`src/rtl/dsp48a1_result_monitor.sv`:
```
// Response-side checker for a DSP48A1 slice: golden model, LATENCY-deep expectation pipe, counters.
// Optional build macro DSP_MON_HALT_ON_ERR_EN adds a FAIL state entered on the first mismatch.
module dsp48a1_result_monitor #(
    parameter int LATENCY = 4,
    parameter int CNT_W   = 16
) (
    input  logic             clk,
    input  logic             rst_n,
    input  logic             start,
    input  logic             stop,
    input  logic             vld_in,
    input  logic [17:0]      a,
    input  logic [17:0]      b,
    input  logic [17:0]      d,
    input  logic [47:0]      c,
    input  logic [47:0]      pcin,
    input  logic             carry_in,
    input  logic [7:0]       opmode,
    input  logic [47:0]      dut_p,
    input  logic             dut_cout,
    output logic             busy,
    output logic             done,
    output logic             mismatch,
    output logic [CNT_W-1:0] pass_cnt,
    output logic [CNT_W-1:0] err_cnt,
    output logic [47:0]      first_exp,
    output logic [47:0]      first_got,
    output logic [2:0]       dbg_state
);

    typedef enum logic [2:0] {
        S_IDLE  = 3'd0,
        S_RUN   = 3'd1,
        S_DRAIN = 3'd2,
        S_DONE  = 3'd3,
        S_FAIL  = 3'd4
    } state_t;

    state_t            r_state;
    state_t            w_state_nxt;
    logic [3:0]        r_drain;
    logic [47:0]       r_gold_p;
    logic              r_pipe_v [LATENCY];
    logic [47:0]       r_pipe_p [LATENCY];
    logic              r_pipe_c [LATENCY];
    logic              r_mismatch;
    logic [CNT_W-1:0]  r_pass;
    logic [CNT_W-1:0]  r_err;
    logic [47:0]       r_first_exp;
    logic [47:0]       r_first_got;

    logic [17:0]       w_pre;
    logic [35:0]       w_m;
    logic [47:0]       w_x;
    logic [47:0]       w_z;
    logic [48:0]       w_sum;
    logic              w_accept;
    logic              w_cmp_en;
    logic              w_match;
    logic              w_fail_now;

    // Golden arithmetic: everything unsigned and wrapping at its own width.
    always_comb begin
        w_pre = b;
        if (opmode[4]) begin
            w_pre = opmode[6] ? (d - b) : (d + b);
        end
    end

    assign w_m = a * w_pre;

    always_comb begin
        case (opmode[1:0])
            2'd0:    w_x = 48'd0;
            2'd1:    w_x = {12'd0, w_m};
            2'd2:    w_x = r_gold_p;
            default: w_x = {d[11:0], a, b};
        endcase
        case (opmode[3:2])
            2'd0:    w_z = 48'd0;
            2'd1:    w_z = pcin;
            2'd2:    w_z = r_gold_p;
            default: w_z = c;
        endcase
    end

    assign w_sum = opmode[7] ? ({1'b0, w_z} - ({1'b0, w_x} + {48'd0, carry_in}))
                             : ({1'b0, w_z} + {1'b0, w_x} + {48'd0, carry_in});

    // vld_in is a one-way issue strobe with no ready: it is taken only in RUN, and the
    // matching dut_p/dut_cout must be present exactly LATENCY rising edges later.
    assign w_accept   = (r_state == S_RUN) && vld_in;
    assign w_cmp_en   = ((r_state == S_RUN) || (r_state == S_DRAIN)) && r_pipe_v[LATENCY-1];
    assign w_match    = (dut_p == r_pipe_p[LATENCY-1]) && (dut_cout == r_pipe_c[LATENCY-1]);
    assign w_fail_now = w_cmp_en && !w_match;

    always_ff @(posedge clk or negedge rst_n) begin
        if (!rst_n) begin
            r_state <= S_IDLE;
        end else begin
            r_state <= w_state_nxt;
        end
    end

    always_comb begin
        w_state_nxt = r_state;
        if (start) begin
            w_state_nxt = S_RUN;
        end else begin
            case (r_state)
                S_RUN: begin
`ifdef DSP_MON_HALT_ON_ERR_EN
                    if (w_fail_now)    w_state_nxt = S_FAIL;
                    else if (stop)     w_state_nxt = S_DRAIN;
`else
                    if (stop)          w_state_nxt = S_DRAIN;
`endif
                end
                S_DRAIN: begin
`ifdef DSP_MON_HALT_ON_ERR_EN
                    if (w_fail_now)    w_state_nxt = S_FAIL;
                    else if (r_drain == 4'(LATENCY-1)) w_state_nxt = S_DONE;
`else
                    if (r_drain == 4'(LATENCY-1)) w_state_nxt = S_DONE;
`endif
                end
                default: w_state_nxt = r_state;
            endcase
        end
    end

    // DRAIN lasts exactly LATENCY edges so the sample issued with stop is still compared.
    always_ff @(posedge clk or negedge rst_n) begin
        if (!rst_n) begin
            r_drain <= 4'd0;
        end else if (r_state != S_DRAIN) begin
            r_drain <= 4'd0;
        end else begin
            r_drain <= r_drain + 4'd1;
        end
    end

    always_ff @(posedge clk or negedge rst_n) begin
        if (!rst_n) begin
            r_gold_p <= 48'd0;
            for (int i = 0; i < LATENCY; i++) begin
                r_pipe_v[i] <= 1'b0;
                r_pipe_p[i] <= 48'd0;
                r_pipe_c[i] <= 1'b0;
            end
        end else if (start) begin
            r_gold_p <= 48'd0;
            for (int i = 0; i < LATENCY; i++) begin
                r_pipe_v[i] <= 1'b0;
                r_pipe_p[i] <= 48'd0;
                r_pipe_c[i] <= 1'b0;
            end
        end else begin
            if (w_accept) begin
                r_gold_p <= w_sum[47:0];
            end
            r_pipe_v[0] <= w_accept;
            r_pipe_p[0] <= w_sum[47:0];
            r_pipe_c[0] <= w_sum[48];
            for (int i = 1; i < LATENCY; i++) begin
                r_pipe_v[i] <= r_pipe_v[i-1];
                r_pipe_p[i] <= r_pipe_p[i-1];
                r_pipe_c[i] <= r_pipe_c[i-1];
            end
        end
    end

    always_ff @(posedge clk or negedge rst_n) begin
        if (!rst_n) begin
            r_mismatch  <= 1'b0;
            r_pass      <= '0;
            r_err       <= '0;
            r_first_exp <= 48'd0;
            r_first_got <= 48'd0;
        end else if (start) begin
            r_mismatch  <= 1'b0;
            r_pass      <= '0;
            r_err       <= '0;
            r_first_exp <= 48'd0;
            r_first_got <= 48'd0;
        end else begin
            r_mismatch <= 1'b0;
            if (w_cmp_en) begin
                if (w_match) begin
                    if (r_pass != '1) r_pass <= r_pass + 1'b1;
                end else begin
                    r_mismatch <= 1'b1;
                    if (r_err != '1) r_err <= r_err + 1'b1;
                    if (r_err == '0) begin
                        r_first_exp <= r_pipe_p[LATENCY-1];
                        r_first_got <= dut_p;
                    end
                end
            end
        end
    end

    assign busy      = (r_state == S_RUN) || (r_state == S_DRAIN);
`ifdef DSP_MON_HALT_ON_ERR_EN
    assign done      = (r_state == S_DONE) || (r_state == S_FAIL);
`else
    assign done      = (r_state == S_DONE);
`endif
    assign mismatch  = r_mismatch;
    assign pass_cnt  = r_pass;
    assign err_cnt   = r_err;
    assign first_exp = r_first_exp;
    assign first_got = r_first_got;
    assign dbg_state = r_state;

endmodule

```
`config.mk`:
```
export PLATFORM = sky130hd
export DESIGN_NAME = dsp48a1_result_monitor
export DESIGN_NICKNAME = d
export VERILOG_FILES = /design/src/rtl/dsp48a1_result_monitor.sv
export SDC_FILE = /design/constraint.sdc
export NUM_CORES = 2
export LEC_CHECK = 0
export ABC_AREA = 1
export BUFFER_PORTS_ARGS = -buffer_cell sky130_fd_sc_hd__buf_2
export CAP_MARGIN = 20
export CORE_MARGIN = 2
export CORE_UTILIZATION = 34
export CTS_CLUSTER_SIZE = 8
export DETAILED_ROUTE_END_ITERATION = 12
export MAX_ROUTING_LAYER = met4
export PLACE_DENSITY = 0.51
export RECOVER_POWER = 25
export SLEW_MARGIN = 25
export SYNTH_ARGS = -nofsm -noshare
export SYNTH_HDL_FRONTEND = slang
export SYNTH_SLANG_ARGS = --single-unit
```
`constraint.sdc`:
```
create_clock -name clk -period 4.04 [get_ports clk]
set_input_delay 0 -clock clk [delete_from_list [all_inputs] [get_ports clk]]
set_output_delay 0 -clock clk [all_outputs]
set_load 0.05 [all_outputs]
```
==> results.toml <==
[floorplan]
num_rows = 125
die_area_um2 = 119000
start_util_pct = 34.2
die_w_um = 345
die_h_um = 345
io_pins = 347
coreArea_um2 = 116000

[global_routing]
grt_overflow = 0
grt_usage_pct = 30.9
grt_start_max_net_pins = 143
grt_pass1_vias = 41000
grt_pass1_wl_um = 264000
grt_antenna_before_repair = 18

[route]
wl_per_cell_um = 21.5
remaining_drc_errors = 0
viasPerCell = 5.00
postRouteAntennaNets = 0
first_iter_violations = 3440
totalWireLength_um = 181000
dr.pass1.iters = 8
vias = 42100

[synth]
synth-edff-count = 0
synth_seq_cells = 383
async_flop_share_pct = 100
syn_inst = 5704
yosysMostFrequentCell = "nand2_1"
yosysUniqueCellTypes = 56
ys_seq_area_share_pct = 24.2
synth_top_area_cell = "dfrtp_1"
synth_top_area_share_pct = 24.2
synth_ff_type = "dfrtp_1"
synth_area_um2 = 39500
synth_fp_nets = 6452
yosys_warnings = 0
synth.avg_cell_area_um2 = 6.93
synth_top_cells_by_count = "nand2_1, inv_1, nor2_1, nand3_1, dfrtp_1"
synthTopCellsByArea = "dfrtp_1, fa_1, nand2_1, inv_1, ha_1"

[worst_setup_path]
required_ps = 4550
rrSetupSlack_ps = -120
timing.rr.end = "r_pipe_p[166]"
rr_startpoint = "r_gold_p[0]"
critPathKind = "input pin to flip-flop"
worst_path_max_delay_cell = "fa_1"
cp-end-kind = "flip-flop"
cp_common_cell = "fa_1"
slowest_delay_ps = 540
cp.arrival_ps = 9110
critical_path.max_fanout = 5
ff2ff_path_depth = 16
start_kind = "input pin"

[place]
place_inst = 8202
detailed_place_hpwl_um = 150000
port_buffers = 344
globalplace.congestion = 1.01

[finish]
nets = 7631
drive_gt1_share_pct = 33.6
instances_no_fill = 8429
fillers = 11700
syn2layout_area_growth_pct = 44.7

[timing]
fin_ws_ps = -4560
fin_worst_hold_slack_ps = 107
period_needed_ps = 8600
timing.slew.headroom_pct = -93.5
grt_setup_unrepaired = "yes"
tightest_slew_ps = 2900
max_freq_ghz = 0.116
report.final.hold_viol_count = 0
finalSetupViolCount = 91
fin_skew_ps = 70.3
slew_violations = 116
min_period_over_period_pct = 213

[clocking]
clk_pin_slew_ps = 50
clock-root-buffer = "clkbuf_16"
cts_tree = "built"
numCtsBuffers = 56
htree_levels = 2
clk_latency_ps = 660
cts_buffer_depth = 3
clock-sinks = 383

[status]
outcome = "finished, violations left"
violations = "capacitance limit, slew limit, setup timing"

[min_path]
hold_end = "r_gold_p[0]"
hold_path_startpoint = "carry_in"
whs_path_depth = 3
hp-class = "input pin to flip-flop"

[job]
drv_cap = 1
## cells by family after synthesis
family                     count (synthesis)  share of synthesized area [%]
other                                      1                        0.00949
adders and majority gates                535                           21.9
buffers and inverters                   1427                           13.9
and+or+nand+nor                         2728                           30.0
xor gates and xnor gates                 113                           2.50
AOI/OAI and AO/OA                        517                           7.50
DFF                                      383                           24.2
## how the worst max path moves through the flow
stage | from | endpoint | depth (start not counted)
final | b[1] | r_pipe_p[177] | 59
after detailed placement | b[0] | r_pipe_p[177] | 58
after global routing | b[4] | r_gold_p[40] | 62
after floorplan | b[1] | r_pipe_p[170] | 47
after global placement | b[1] | r_pipe_p[177] | 57
after CTS | b[4] | r_pipe_p[177] | 59
## placed cells by master, fill, tap and decap left out, types with 56 or more instances in the layout
cell | netlist | final
inv_1 | 1224 | 1121
xor2_1 | 78 | 77
buf_4 | 4 | 784
inv_2 | 9 | 89
nand2_2 | 5 | 171
nor2_2 | 4 | 67
nor2_1 | 554 | 417
a21oi_1 | 199 | 103
nand2_1 | 1392 | 1161
o21ai_0 | 178 | 105
buf_2 | 36 | 338
nand3_2 | 47 | 121
buf_6 | 1 | 93
ha_1 | 274 | 165
nand4_1 | 187 | 187
nor2_4 | 2 | 76
nand3_1 | 418 | 320
a21oi_2 | 2 | 71
dfrtp_1 | 383 | 383
ha_4 | 0 | 103
nand2_4 | 4 | 63
fa_1 | 261 | 250
clkbuf_16 | 0 | 56
## metrics by stage
| stage | util [%] | area (um2) | setup WS, ps | setup TNS, ps |
|---|---|---|---|---|
| 3_5_place_dp | 43.3 | 50100 | -5820 | -453670 |
| 5_1_grt | 49.4 | 57200 | -4920 | -387960 |
| 2_1_floorplan | - | 40800 | -3980 | -303210 |
| 6_report | 49.4 | 57200 | -4560 | -354660 |
| 3_3_place_gp | 43.3 | 50100 | -5830 | -453840 |
| 4_1_cts | 47.7 | 55200 | -4410 | -347510 |
## routing by layer
layer  up-vias  GRT usage (%)  wire length, um
met5         -              -                0
met3       233           4.99            14800
met1     20300           43.4            82500
met2      1572           46.6            78700
met4         0           7.07             4940
li1      20000              -                -
## flip-flops by register name (all words and copies together), names as in the netlist
register,flops
r_pipe_p,192
first_exp,48
first_got,48
r_gold_p,48
err_cnt,16
pass_cnt,16
r_drain,4
r_pipe_c,4
r_pipe_v,4
dbg_state,2
mismatch,1
## worst max-delay path, delay by kind of cell
family	cells	cell delay (ps)
buf+inv	19	1890
compound gates	5	630
fa+ha+maj	11	4160
simple gates	23	2230
xor+xnor	1	150
## repair_timing
item,in CTS,in global routing
pin swaps,248,185
cloned,1,0
buffers inserted,53,45
hold buffers,52,0
setup endpoints to repair,91,91
hold endpoints to repair,193,0
resized for setup,637,457
## area by class of cell
cell class / instances / area [um2] / share of cell area [%]
clock inverter: 7 / 116 / 0.203
tap: 1524 / 1910 / 3.33
clock buffer: 60 / 1460 / 2.55
sequential: 383 / 9580 / 16.8
timing repair buffer: 1310 / 9930 / 17.4
multi-input combinational: 3894 / 29400 / 51.4
inverter: 1237 / 4740 / 8.29
timing repair inverter: 1 / 7.51 / 0.0131
antenna: 13 / 32.5 / 0.0569
Power is not shown: default switching activity piles up to over one toggle a cycle in this logic, so the estimate is an artifact.
